<file path="config.mk">
export PLATFORM = sky130hd
export DESIGN_NAME = mem_arbiter
export DESIGN_NICKNAME = d
export VERILOG_FILES = /design/src/rtl/mem_arbiter_pkg.sv /design/src/rtl/mem_arb_pick.sv /design/src/rtl/mem_arbiter.sv
export SDC_FILE = /design/constraint.sdc
export NUM_CORES = 1
export LEC_CHECK = 0
export CORE_UTILIZATION = 38
export DETAILED_ROUTE_END_ITERATION = 8
export PLACE_DENSITY = 0.83
export SETUP_SLACK_MARGIN = 0.1
export SYNTH_ARGS = -nofsm -noshare
export SYNTH_HDL_FRONTEND = slang
export SYNTH_SLANG_ARGS = --single-unit
export TNS_END_PERCENT = 10
</file>
<file path="constraint.sdc">
create_clock -name clk -period 2.3 [get_ports clk]
set_input_delay 0.345 -clock clk [delete_from_list [all_inputs] [get_ports clk]]
set_output_delay 0.345 -clock clk [all_outputs]
set_load 0.1 [all_outputs]
</file>
<file path="src/rtl/mem_arbiter_pkg.sv">
// -----------------------------------------------------------------------------
// mem_arbiter_pkg
// Shared LC-3b types for the instruction/data memory arbiter.
//   lc3b_word       : 16-bit address/data word
//   lc3b_mem_wmask  : per-byte write mask for one word
//   lc3b_arb_state  : arbiter grant state
//   LAST_I / LAST_D : encoding of the most recently served port (round-robin)
// -----------------------------------------------------------------------------
package mem_arbiter_pkg;

    typedef logic [15:0] lc3b_word;
    typedef logic [1:0]  lc3b_mem_wmask;

    typedef enum logic [1:0] {
        arb_idle    = 2'b00,
        arb_grant_i = 2'b01,
        arb_grant_d = 2'b10
    } lc3b_arb_state;

    localparam logic LAST_I = 1'b0;
    localparam logic LAST_D = 1'b1;

endpackage

</file>
<file path="src/rtl/mem_arb_pick.sv">
// -----------------------------------------------------------------------------
// mem_arb_pick
// Combinational arbitration policy between the instruction and data ports.
// At most one grant is ever high.
//   Build option: MEM_ARB_RR_EN
//     defined   : on a tie the port that was not served last wins
//     undefined : data always beats instruction; last_grant is ignored
// Ports:
//   i_req      in  instruction port requesting
//   d_req      in  data port requesting (read or write)
//   last_grant in  port served most recently (LAST_I / LAST_D)
//   grant_i    out instruction port wins
//   grant_d    out data port wins
// -----------------------------------------------------------------------------
module mem_arb_pick
    import mem_arbiter_pkg::*;
(
    input  logic i_req,
    input  logic d_req,
    input  logic last_grant,
    output logic grant_i,
    output logic grant_d
);

`ifdef MEM_ARB_RR_EN
    // Round-robin on ties, lone requests always granted.
    always_comb begin
        grant_i = 1'b0;
        grant_d = 1'b0;
        if (i_req && d_req) begin
            grant_d = (last_grant == LAST_I);
            grant_i = (last_grant == LAST_D);
        end else begin
            grant_i = i_req;
            grant_d = d_req;
        end
    end
`else
    logic w_unused_last_grant;
    assign w_unused_last_grant = last_grant;

    // Fixed priority: data over instruction.
    always_comb begin
        grant_i = 1'b0;
        grant_d = 1'b0;
        if (d_req) begin
            grant_d = 1'b1;
        end else begin
            grant_i = i_req;
        end
    end
`endif

endmodule

</file>
<file path="src/rtl/mem_arbiter.sv">
// -----------------------------------------------------------------------------
// mem_arbiter
// Shares one physical memory port between the LC-3b instruction-fetch and
// data (load/store) ports. All three sides use a request-held-until-resp
// handshake. The winner's request is latched into output registers, held
// until pmem_resp, and every completion is followed by one IDLE cycle so a
// requester dropping its request after resp is never served twice.
//   Build option: MEM_ARB_RR_EN (round-robin on ties, see mem_arb_pick)
// Ports:
//   clk, rst_n                       clock, async active-low reset
//   i_read, i_address                instruction request
//   i_rdata, i_resp                  instruction data / completion pulse
//   d_read, d_write, d_address,
//   d_wdata, d_byte_enable           data request (read+write = write)
//   d_rdata, d_resp                  load data / completion pulse
//   pmem_read, pmem_write,
//   pmem_address, pmem_wdata,
//   pmem_byte_enable                 registered physical request
//   pmem_rdata, pmem_resp            physical read data / completion
//   busy                             a transaction is granted
// -----------------------------------------------------------------------------
module mem_arbiter
    import mem_arbiter_pkg::*;
#(
    parameter  int ADDR_W = $bits(lc3b_word),
    parameter  int DATA_W = $bits(lc3b_word),
    localparam int MASK_W = DATA_W / 8
) (
    input  logic              clk,
    input  logic              rst_n,
    input  logic              i_read,
    input  logic [ADDR_W-1:0] i_address,
    output logic [DATA_W-1:0] i_rdata,
    output logic              i_resp,
    input  logic              d_read,
    input  logic              d_write,
    input  logic [ADDR_W-1:0] d_address,
    input  logic [DATA_W-1:0] d_wdata,
    input  logic [MASK_W-1:0] d_byte_enable,
    output logic [DATA_W-1:0] d_rdata,
    output logic              d_resp,
    output logic              pmem_read,
    output logic              pmem_write,
    output logic [ADDR_W-1:0] pmem_address,
    output logic [DATA_W-1:0] pmem_wdata,
    output logic [MASK_W-1:0] pmem_byte_enable,
    input  logic [DATA_W-1:0] pmem_rdata,
    input  logic              pmem_resp,
    output logic              busy
);

    lc3b_arb_state     r_state;
    logic              r_pmem_read;
    logic              r_pmem_write;
    logic [ADDR_W-1:0] r_pmem_address;
    logic [DATA_W-1:0] r_pmem_wdata;
    logic [MASK_W-1:0] r_pmem_byte_enable;
    logic              r_busy;

    logic w_i_req;
    logic w_d_req;
    logic w_grant_i;
    logic w_grant_d;
    logic w_last_grant;

    assign w_i_req = i_read;
    assign w_d_req = d_read | d_write;

`ifdef MEM_ARB_RR_EN
    logic r_last_grant;

    // Remember which port won the last IDLE decision so the next tie alternates.
    always_ff @(posedge clk or negedge rst_n) begin
        if (!rst_n) begin
            r_last_grant <= LAST_I;
        end else if ((r_state == arb_idle) && w_grant_d) begin
            r_last_grant <= LAST_D;
        end else if ((r_state == arb_idle) && w_grant_i) begin
            r_last_grant <= LAST_I;
        end else begin
            r_last_grant <= r_last_grant;
        end
    end

    assign w_last_grant = r_last_grant;
`else
    assign w_last_grant = LAST_I;
`endif

    mem_arb_pick u_pick (
        .i_req      (w_i_req),
        .d_req      (w_d_req),
        .last_grant (w_last_grant),
        .grant_i    (w_grant_i),
        .grant_d    (w_grant_d)
    );

    // Grant FSM: latch the winner in IDLE, hold the request until pmem_resp.
    always_ff @(posedge clk or negedge rst_n) begin
        if (!rst_n) begin
            r_state            <= arb_idle;
            r_pmem_read        <= 1'b0;
            r_pmem_write       <= 1'b0;
            r_pmem_address     <= '0;
            r_pmem_wdata       <= '0;
            r_pmem_byte_enable <= '1;
            r_busy             <= 1'b0;
        end else begin
            case (r_state)
                arb_idle: begin
                    if (w_grant_d) begin
                        // read+write together is treated as a write
                        r_state            <= arb_grant_d;
                        r_pmem_write       <= d_write;
                        r_pmem_read        <= d_read & ~d_write;
                        r_pmem_address     <= d_address;
                        r_pmem_wdata       <= d_wdata;
                        r_pmem_byte_enable <= d_byte_enable;
                        r_busy             <= 1'b1;
                    end else if (w_grant_i) begin
                        r_state            <= arb_grant_i;
                        r_pmem_write       <= 1'b0;
                        r_pmem_read        <= 1'b1;
                        r_pmem_address     <= i_address;
                        r_pmem_wdata       <= '0;
                        r_pmem_byte_enable <= '1;
                        r_busy             <= 1'b1;
                    end else begin
                        // a stray pmem_resp here is simply ignored
                        r_state <= arb_idle;
                    end
                end
                arb_grant_i, arb_grant_d: begin
                    if (pmem_resp) begin
                        r_state      <= arb_idle;
                        r_pmem_read  <= 1'b0;
                        r_pmem_write <= 1'b0;
                        r_busy       <= 1'b0;
                    end else begin
                        r_state <= r_state;
                    end
                end
                default: begin
                    r_state      <= arb_idle;
                    r_pmem_read  <= 1'b0;
                    r_pmem_write <= 1'b0;
                    r_busy       <= 1'b0;
                end
            endcase
        end
    end

    assign pmem_read        = r_pmem_read;
    assign pmem_write       = r_pmem_write;
    assign pmem_address     = r_pmem_address;
    assign pmem_wdata       = r_pmem_wdata;
    assign pmem_byte_enable = r_pmem_byte_enable;
    assign busy             = r_busy;

    // Completion is steered combinationally so the requester sees it in the
    // same cycle as pmem_resp; read data is broadcast to both ports.
    assign i_resp  = (r_state == arb_grant_i) && pmem_resp;
    assign d_resp  = (r_state == arb_grant_d) && pmem_resp;
    assign i_rdata = pmem_rdata;
    assign d_rdata = pmem_rdata;

endmodule

</file>
**After elaboration in Yosys (flattened, before gate mapping)**

Cells that the tools add are included.

- Equality and inequality tests: 4
- Mux-type cells: 21
- Bitwise operators: 3
- Reduce and logical (&&, ||, !) cells: 7

Operators with widths:

| cell | count |
|---|---|
| $mux 16 | 4 |
| $mux 1 | 9 |
| $mux 2 | 4 |
| $pmux 1 s2 | 3 |
| $pmux 2 s2 | 1 |
| $reduce_and 2->1 | 2 |
| $ne 3x1->1 const B | 1 |
| $eq 2x1->1 const B | 1 |
| $eq 2x2->1 const B | 1 |
| $logic_and 1x1->1 | 2 |
| $logic_not 2->1 | 1 |
| $ne 2x2->1 const B | 1 |
| $reduce_bool 2->1 | 1 |
| $reduce_or 2->1 | 1 |
| $and 1x1->1 | 1 |
| $not 1->1 | 1 |
| $or 1x1->1 | 1 |

- Flip-flop bits (word level): 39
- Bits of input ports: 72
- Output and inout port bits: 71

**Logic depth before layout (Yosys ltp)**

- Depth after elaboration: 5
- Gate-level depth with buffers: 7

**Hierarchy**

Synthesis repeated with hierarchy kept, for this count alone.

- Cells, all modules: 178
- Area, all modules: 1988.2 µm²

By module, submodules not included:

| module | instances | cells an instance | area an instance (µm²) | sequential area each (µm²) |
|---|---|---|---|---|
| mem_arbiter | 1 | 176 | 1966.9 | 978.4 |
| mem_arb_pick | 1 | 2 | 21.3 | 0.0 |

**Least setup slack after synthesis**

No wires, ideal clock.

- Kind: reg2out
- Start: reg r_state[0]
- End: out d_resp
- Arrival: 1.316 ns
- Required time: 1.955 ns
- Path slack: 0.639 ns
- Stages on the path, launching flop included: 4
- Path buffers: 0
- Cells stage by stage: dfrtp_1 -> inv_1 -> ha_1 -> and2_1

- Word-level cells in the longest chain between the ends: 2

RTL lines:

| element | line | source |
|---|---|---|
| start: declaration | mem_arbiter.sv:52 | `lc3b_arb_state r_state;` |
| start signal: assignment | mem_arbiter.sv:101 | `r_state <= arb_idle;` |
| start signal: assignment | mem_arbiter.sv:113 | `r_state <= arb_grant_d;` |
| start signal: assignment | mem_arbiter.sv:121 | `r_state <= arb_grant_i;` |
| $eq 2x2->1 | mem_arbiter.sv:163 | `assign d_resp = (r_state == arb_grant_d) && pmem_resp;` |
| $logic_and 1x1->1 | mem_arbiter.sv:163 |  |
| end: declaration | mem_arbiter.sv:41 | `output logic d_resp,` |

No other way between the ends.

**Final worst setup path**

- Start: reg r_state[0]
- End: reg r_pmem_wdata[2], in the netlist pmem_wdata[2]

- Word-level cells in the longest chain between the ends: 2

RTL lines:

| element | line | source |
|---|---|---|
| $logic_not 2->1 | mem_arbiter.sv:109 | `case (r_state)` |
| $reduce_and 2->1 (no source line) | n/a |  |
| end signal: assignment | mem_arbiter.sv:117 | `r_pmem_wdata <= d_wdata;` |
| end: declaration | mem_arbiter.sv:56 | `logic [DATA_W-1:0] r_pmem_wdata;` |

No other way between the ends.
A chain may end at the register's enable or synchronous reset.

==> qor.csv <==
stage,metric,value,unit
status,run_status,"finished, final reports clean",
yosys,avgSynthCellArea,12.0,um2
setup_path,path_class,register to register,
yosys,synth_top_area_cell,dfrtp_1,
floorplan,die_x,76.0,um
yosys,yosys_warnings,0,
sta,tightest_slew,0.830,ns
sta,hold_viol_final,0,
floorplan,coreArea,0.00520,mm2
sta,fin_skew,0.00336,ns
detailed_routing,dr_wl_met3,237,um
setup_path,worst_r2r_endpoint,pmem_wdata[2],
yosys,synth_area,0.00208,mm2
place,dp_cells,299,
floorplan,start_util,40.0,%
sta,finalCritPeriodShare,77.8,%
setup_path,worstReg2RegStart,r_state[0],
place,pre_cts_ws,0.218,ns
clock_network,clk_latency,0.28,ns
sta,setup_tns,0,ns
sta,rsz0062_at_grt,no,
detailed_routing,drtPass1Iterations,3,
detailed_routing,drt-vias-per-instance,4.73,
place,dp_hpwl,3.16,mm
layout,area_delta_synth_final,35.5,%
yosys,synthesis.nets,248,
clock_network,clockBufferDepth,2,
layout,antennaDiodeCount,0,
layout,nets,311,
floorplan,io-pin-count,143,
setup_path,worst_ep_arrival_time,2.01,ns
floorplan,die_area,0.00578,mm2
grt,grt_usage,15.3,%
grt,antenna_found_initial,0,
layout,layout-drive-gt1-share,37.1,%
yosys,synth_async_sr_flop_share,100,%
clock_network,cts_sinks,39,
yosys,yosys-top-cells-area,"dfrtp_1 (44%), buf_4 (12%), mux2i_1 (7.7%)",
grt,grt_max_degree,40,
floorplan,row_count,26,
min_path,hold_class,input pin to asynchronous set/reset pin,
grt,overflow,0,
clock_network,path_clk_slew,0.08,ns
yosys,syn-instance-count,173,
clock_network,cts_root_buffer,clkbuf_8,
layout,multi_input_area,759,um2
layout,fillerInstances,482,
clock_network,cts_tree,yes,
sta,clock.fmax,559,MHz
yosys,synth.top_cell.area_share,44.5,%
grt,grt_first_pass_wirelength,7.00,mm
clock_network,cts_hold_buf,0,
detailed_routing,via_count,1452,
layout,layout.area.seq,978,um2
yosys,ys_types,24,
place,place_congestion,0.751,
sta,fin_crit,1.79,ns
detailed_routing,top_layer,met4,
sta,slew_headroom,44.7,%
setup_path,crit_fanout,16,
setup_path,rrSetupSlack,0.51,ns
setup_path,reg2reg_depth,4,
clock_network,cts_resized,0,
place,io_buffers,94,
grt,grt_pass1_vias,1484,
detailed_routing,routed-wl-met2,2.18,mm
detailed_routing,drt_iter0_markers,42,
layout,utilization,54.2,%
yosys,synth_commonest_cells,"dfrtp_1 (37), buf_4 (34), a22o_1 (18)",
yosys,synth-seq-cells,39,
layout,layoutNonFillerInstCount,307,
yosys,yosys_most_used_dff,dfrtp_1,
yosys,synth_edf_count,0,
clock_network,cts_setup_buffers,0,
setup_path,required,2.52,ns
sta,setup_viol,0,
detailed_routing,postRouteAntennaNets,0,
clock_network,numCtsBuffers,5,
detailed_routing,m1WireLength,1.64,mm
sta,slew_violations,0,
setup_path,endpoint_kind,register,
floorplan,die_height,76.0,um
sta,worst_slack,0.510,ns
job,cap_violations,0,
yosys,yosysSeqAreaShare,47.0,%
detailed_routing,drc,0,
clock_network,htree_levels,2,
setup_path,crit_path_start_kind,register,
detailed_routing,routed_wl,4.12,mm
detailed_routing,wire_per_inst,13.4,um
yosys,synth.most_common_cell,dfrtp_1,
==> flip-flops by register name (all words and copies together) (netlist names) <==
signal	flops
pmem_address	16
pmem_read	1
pmem_byte_enable	2
pmem_wdata	16
r_state	2
pmem_write	1
busy	1
==> worst max path at each step <==
stage / start / end / slack [ns] / cells past startpoint
floorplan: r_state[0] / d_resp / 0.64 / 3
global placement: d_write / pmem_wdata[7] / 0.27 / 4
detailed placement: d_write / pmem_wdata[8] / 0.22 / 4
CTS: d_write / pmem_wdata[2] / 0.53 / 4
global route: r_state[0] / pmem_wdata[9] / 0.39 / 4
finish: r_state[0] / pmem_wdata[2] / 0.51 / 4
==> cell usage in the layout (no fill, tap or decap) <==
master,instances
clkdlybuf4s50_1,54
buf_4,39
dfrtp_1,37
a22o_1,18
mux2i_1,16
nand2_2,16
o21ai_2,16
clkbuf_8,5
o22a_1,4
o21ai_1,3
nor2b_1,3
nor2_1,3
ha_1,3
buf_12,3
inv_1,2
and2_1,2
clkinvlp_4,2
dfstp_2,2
nor2_8,1
nor2b_2,1
o31ai_4,1
nor3_1,1
nand2b_1,1
nand4_1,1
nand2_1,1
clkinv_2,1
buf_2,1
==> final cells by class <==
type | count | area share [%]
inverters | 2 | 0.266
clock inverters | 3 | 0.710
clock buffers | 5 | 2.44
multi-input cells | 91 | 26.9
well taps | 70 | 3.11
flip-flops and latches | 39 | 34.7
repair buffers | 97 | 31.9
==> layer usage <==
metal | GRT usage (%) | vias up
met1 | 17.6 | 692
met2 | 26.8 | 49
met5 | 0 | -
met3 | 3.59 | 12
met4 | 7.31 | 0
li1 | - | 699
==> through the flow <==
step                      hold slack (ns)  cell area, um2
final                               0.155            2820
after global routing                0.231            2820
after CTS                           0.185            2820
after detailed placement            0.472            2730
after global placement              0.466            2730
after floorplan                    0.0494            2080
==> worst max-delay path, stage by stage (launching register included) <==
cell and delay, ns:
dfrtp_1 0.38, inv_1 0.10, ha_1 0.34, nor2b_2 0.64
a22o_1 0.25
==> cells by family after synthesis <==
group                    count (synthesis)  share of synthesized area, %
buffers and inverters                   43                          16.9
AO/OA/AOI/OAI                           42                          17.3
flip-flops                              39                          47.0
AND/OR/NAND/NOR                         30                          9.26
multiplexers                            16                          7.69
adder cells (fa/ha/maj)                  3                          1.80
Power is left out: the tool's default activity adds up to more than one toggle a clock period on the data nets, which glitch-free logic cannot reach.
